<file path="src/rtl/layer1_accumulator.sv">
// layer1_accumulator
//
// Sequential multiply-accumulate stage feeding the layer-1 ReLU. A frame is
// N_INPUTS beats; each beat carries one unsigned 4-bit activation and 32
// signed 4-bit weights. Every beat adds weight[j] * activation into acc[j].
// After the last beat, one FLUSH cycle scales each accumulator (arithmetic
// shift right by SHIFT), narrows it to 8 bits and registers the packed
// result on sumOut with trigger held high until the next start.
//
// Optional feature macro: LAYER1_ACC_SATURATE_EN
//   defined   -> narrowed lanes are clamped to [-128, 127]
//   undefined -> narrowed lanes keep the low 8 bits (two's-complement wrap)
//
// Ports:
//   clk        in   1    clock, rising edge
//   rst_n      in   1    synchronous active-low reset
//   start      in   1    frame start request (honoured in IDLE and DONE)
//   inValid    in   1    inData/weightsIn valid this cycle
//   inReady    out  1    block accepts a beat this cycle
//   inData     in   4    unsigned activation
//   weightsIn  in   128  32 signed 4-bit weights, neuron j at [4j+3:4j]
//   sumOut     out  256  32 signed 8-bit sums, neuron j at [8j+7:8j]
//   trigger    out  1    high while sumOut holds a completed frame
module layer1_accumulator #(
    parameter int unsigned N_INPUTS = 64,
    parameter int unsigned ACC_W    = 16,
    parameter int unsigned SHIFT    = 4
) (
    input  logic         clk,
    input  logic         rst_n,
    input  logic         start,
    input  logic         inValid,
    output logic         inReady,
    input  logic [3:0]   inData,
    input  logic [127:0] weightsIn,
    output logic [255:0] sumOut,
    output logic         trigger
);

    localparam int unsigned CNT_W = $clog2(N_INPUTS + 1);
    localparam int unsigned LANES = 32;

    typedef enum logic [1:0] {
        StIdle,
        StAccum,
        StFlush,
        StDone
    } state_e;

    state_e                  r_state;
    state_e                  w_state_nxt;
    logic [CNT_W-1:0]        r_count;
    logic signed [ACC_W-1:0] r_acc [LANES];
    logic                    r_in_ready;
    logic                    r_trigger;
    logic [255:0]            r_sum;

    logic                    w_clear;
    logic                    w_accept;
    logic                    w_last_beat;
    logic signed [8:0]       w_prod [LANES];
    logic [7:0]              w_lane [LANES];

    // start is only honoured outside ACCUM/FLUSH; a beat is only taken in ACCUM,
    // so start+inValid together in IDLE/DONE never accepts a beat.
    assign w_clear     = start && ((r_state == StIdle) || (r_state == StDone));
    assign w_accept    = (r_state == StAccum) && inValid;
    assign w_last_beat = (r_count == CNT_W'(N_INPUTS - 1));

    always_comb begin
        w_state_nxt = r_state;
        case (r_state)
            StIdle:  if (start) w_state_nxt = StAccum;
            StAccum: if (w_accept && w_last_beat) w_state_nxt = StFlush;
            StFlush: w_state_nxt = StDone;
            StDone:  if (start) w_state_nxt = StAccum;
            default: w_state_nxt = StIdle;
        endcase
    end

    // Signed weight times zero-extended activation; range -120..105 fits in 9 bits.
    always_comb begin
        for (int j = 0; j < LANES; j++) begin
            w_prod[j] = 9'($signed(weightsIn[4*j +: 4])) * 9'($signed({1'b0, inData}));
        end
    end

`ifdef LAYER1_ACC_SATURATE_EN
    localparam logic signed [ACC_W-1:0] SAT_MAX = ACC_W'(127);
    localparam logic signed [ACC_W-1:0] SAT_MIN = -ACC_W'(128);

    logic signed [ACC_W-1:0] w_t [LANES];

    always_comb begin
        for (int j = 0; j < LANES; j++) begin
            w_t[j] = r_acc[j] >>> SHIFT;
            if (w_t[j] > SAT_MAX) begin
                w_lane[j] = 8'h7f;
            end else if (w_t[j] < SAT_MIN) begin
                w_lane[j] = 8'h80;
            end else begin
                w_lane[j] = w_t[j][7:0];
            end
        end
    end
`else
    always_comb begin
        for (int j = 0; j < LANES; j++) begin
            w_lane[j] = 8'(r_acc[j] >>> SHIFT);
        end
    end
`endif

    always_ff @(posedge clk) begin
        if (!rst_n) begin
            r_state    <= StIdle;
            r_count    <= '0;
            r_in_ready <= 1'b0;
            r_trigger  <= 1'b0;
            r_sum      <= '0;
            for (int j = 0; j < LANES; j++) begin
                r_acc[j] <= '0;
            end
        end else begin
            r_state    <= w_state_nxt;
            // Registered from next state so inReady has no path from inputs.
            r_in_ready <= (w_state_nxt == StAccum);

            if (w_clear) begin
                r_count   <= '0;
                r_trigger <= 1'b0;
                for (int j = 0; j < LANES; j++) begin
                    r_acc[j] <= '0;
                end
            end else if (w_accept) begin
                r_count <= r_count + CNT_W'(1);
                for (int j = 0; j < LANES; j++) begin
                    r_acc[j] <= r_acc[j] + ACC_W'(w_prod[j]);
                end
            end

            if (r_state == StFlush) begin
                r_trigger <= 1'b1;
                for (int j = 0; j < LANES; j++) begin
                    r_sum[8*j +: 8] <= w_lane[j];
                end
            end
        end
    end

    assign inReady = r_in_ready;
    assign trigger = r_trigger;
    assign sumOut  = r_sum;

endmodule

</file>
<file path="config.mk">
export PLATFORM = sky130hd
export DESIGN_NAME = layer1_accumulator
export DESIGN_NICKNAME = d
export VERILOG_FILES = /design/src/rtl/layer1_accumulator.sv
export SDC_FILE = /design/constraint.sdc
export NUM_CORES = 2
export LEC_CHECK = 0
export CELL_PAD_IN_SITES_DETAIL_PLACEMENT = 1
export CELL_PAD_IN_SITES_GLOBAL_PLACEMENT = 1
export CORE_ASPECT_RATIO = 1.75
export CORE_MARGIN = 2
export CORE_UTILIZATION = 28
export CTS_BUF_LIST = sky130_fd_sc_hd__clkbuf_8
export CTS_CLUSTER_DIAMETER = 200
export DETAILED_ROUTE_END_ITERATION = 8
export DONT_BUFFER_PORTS = 1
export PLACE_DENSITY = 0.52
export REMOVE_ABC_BUFFERS = 1
export SYNTH_ARGS = -nofsm -noshare
export SYNTH_HDL_FRONTEND = slang
export SYNTH_SLANG_ARGS = --single-unit
</file>
<file path="constraint.sdc">
create_clock -name clk -period 12.3 [get_ports clk]
set_input_delay 2.46 -clock clk [delete_from_list [all_inputs] [get_ports clk]]
set_output_delay 2.46 -clock clk [all_outputs]
set_load 0.02 [all_outputs]
</file>
==> run metrics <==
Synth top area share=0.201; area leader, netlist=edfxtp_1; most frequent cells after synthesis=ha_1 (868), inv_1 (732), nor2b_1 (389), edfxtp_1 (372), fa_1 (352); pin count of the biggest net entering global routing=265; Sequential cell area=roughly 0.017 mm²; Min-Delay Path Class=reg -> reg; vias in the first global route=roughly 43,000; Finished Core Util=0.309; via count=37,900; post-CTS setup buffer count=0; clock buffer count from CTS=about 120; Routed Antenna Nets=0; top cells by area, synth=edfxtp_1 (20%), ha_1 (20%), fa_1 (13%); Pleak=~0.028 µW; Critical Path Start=inData[1]; Critical R2R Launch=r_state[0]; DRT Wirelength=between 150,000 and 200,000 µm; simple-gate share of the synthesized area=0.163; Post-Place Cell Area=roughly 0.058 mm²; Crit Path Category=in -> reg; required time of the critical path=approximately 13 ns; Initial Utilization=0.281; clock sink count=between 600 and 700; DRC viols=0; DIE HEIGHT=slightly below 600 µm; Worst path slowest cell=fa_1; Post-Synth XOR/XNOR Area=0.0420; compound-cell area share of the yosys netlist=0.0595; RSZ-0062 raised after global routing=false; clock power share=0.216; largest family of logic cells by synthesized area=adder cells; fin crit share=0.429; Yosys reg bits=around 650; Slew HR=0.237; syn_area_per_cell=about 10 µm²; Rows=216; CP Cell Sequence=nor2b_1, fa_1, fa_1, inv_1, fa_1, inv_1, ha_1, nor2b_4, o21a_1, a311o_1, o31ai_4, mux2i_1; Fillers=roughly 22,000; CP arrival=~5.9 ns; Core Region=0.197 mm²; count leader, synth=ha_1; multi-input logic area=0.0353 mm²; Worst-Skew Late Latency=0.82 ns; Post-synth ARST share=0; type of origin of the critical path=primary input; PortBufs=0; Root Driver=clkbuf_8; Layout Nets=between 6,000 and 7,000; synthesized area=between 0.05 and 0.06 mm²; global-route wire length before repair=approximately 240,000 µm; sequential power share=0.305; combinational fraction of design power=0.479; switching share of power=0.417; pwr/cell area=about 180 mW/mm²; Post-synth EDFFs=372; fin area=roughly 0.061 mm²; max-slew violations=0; Synthesis Warnings=0; Psw=between 4000 and 5000 µW; final setup vio count=0; Max rail drop VDD=between 150 and 200 µV; Worst Tran Pin Value=approximately 1.1 ns; mux cell area share after synthesis=0.0478; crit-path max FO=approximately 130; H-tree depth=3; Layout Skew=between 0.05 and 0.06 ns; CP Capture Type=register; Die X=340 µm; Area Overhead vs Synth=9.83%; post-layout min period=5.28 ns; clk buf depth=3; die area=slightly above 0.2 mm²; max-cap violations=0; Synth Flop Type=edfxtp_1; Cell Int Power=~6500 µW; cts hold-fix bufs=0; DR vias/cell=around 4.7; initial antenna violation count=13; Placer Congestion=between 0.7 and 0.8; sequential fraction of the synthesis area=0.302; share of post-route cells with drive strength above 1=0.0435; CP peak stage delay=0.52 ns; DR pass1 iterations=4; CTS tree=done; Max Fclk=~0.19 GHz; post-route setup TNS=0 ns; Synth Area in Adders=0.323; hold path startpoint=r_count[1]; DP Wirelength=110,000 µm; Distinct cells, synth=54; Fin. Hold Viols=0; grt ovf=0; post-cts sizing count=0; status=complete, no violations; fin cells=~8,100; cell with the most instances on the worst path=fa_1; Wirelength per Cell=between 15 and 20 µm; overall routing resource usage=0.153; dpl cells=7,905; Post-Syn Instances=5,444; initial drt markers=869; boundary pin count=just under 400; CTS clk-pin slew, worst paths=approximately 0.07 ns
==> path summary, 6_finish.rpt <==
check	end	slack, ns	cells after the start
max	r_acc[0][170]	7.02	12
max reg2reg	r_acc[0][247]	8.40	8
min reg2reg	r_count[1]	0.48	2
min	r_count[1]	0.48	2
==> routing by layer <==
metal | part of all wire | track usage | vias up
li1 | - | - | 18200
met1 | 0.38 | 0.161 | 19000
met2 | 0.54 | 0.295 | 504
met3 | 0.061 | 0.0413 | 198
met4 | 0.024 | 0.0420 | 8
met5 | 0.00040 | 0 | -
==> final cells by class <==
class	instances	area share
antenna	9	0.000370
clock buffer	147	0.0332
clock inverter	81	0.0110
inverter	732	0.0453
multi-input combinational	3886	0.579
sequential	651	0.275
tap	2616	0.0537
timing repair buffer	20	0.00267
==> critical path: cells and delay by family <==
family                     cells  cell delay, ns
buffers and inverters          2            0.10
AOI/OAI and AO/OA              3            0.81
muxes                          1            0.21
and+or+nand+nor                2            0.40
adders and majority gates      4            1.80
==> registers in the layout, summed over array words and instances, names as in the netlist <==
register,flops
r_state,2
inReady,1
trigger,1
r_count,7
r_acc,384
sumOut,256
==> per-stage QoR <==
stage / worst slack [ns] / hold WS [ns] / total power, µW
2_1_floorplan: 2.40 / 0.451 / 7760
3_3_place_gp: 6.26 / 0.461 / 8810
3_5_place_dp: 6.22 / 0.479 / 8940
4_1_cts: 7.20 / 0.489 / 11500
5_1_grt: 6.97 / 0.528 / 12300
6_report: 7.02 / 0.479 / 11200
==> cells in the final DEF (no fill, tap or decap), drive strengths merged, types with 11 or more instances in the layout <==
master / n
a21oi: 127
edfxtp: 372
nor3b: 23
o21ai: 94
nand4: 36
nor2: 304
nor3: 29
o211ai: 32
a2bb2oi: 31
xor2: 112
fa: 352
mux2i: 265
o2111ai: 52
and2: 310
nand3: 113
clkinv: 30
buf: 20
ha: 868
and3: 98
bufinv: 11
nand2b: 119
a21o: 29
nor2b: 396
nand2: 216
xnor2: 154
dfxtp: 279
inv: 767
clkbuf: 147
a211o: 63
==> power by group through the flow <==
stage / combinational [µW] / clock [µW] / sequential [µW]
2_1_floorplan: 4440 / 0 / 3320
3_3_place_gp: 5330 / 0 / 3470
3_5_place_dp: 5460 / 0 / 3490
4_1_cts: 5510 / 2550 / 3440
5_1_grt: 6210 / 2620 / 3480
6_report: 5340 / 2410 / 3410
==> kinds of logic after synthesis <==
logic type	count (synthesis)
flip-flops	651
AO/OA/AOI/OAI	471
adder cells (fa/ha/maj)	1220
XOR/XNOR	266
multiplexers	265
AND/OR/NAND/NOR	1664
buffers and inverters	907
No activity file was read; power rests on OpenSTA's default activity.
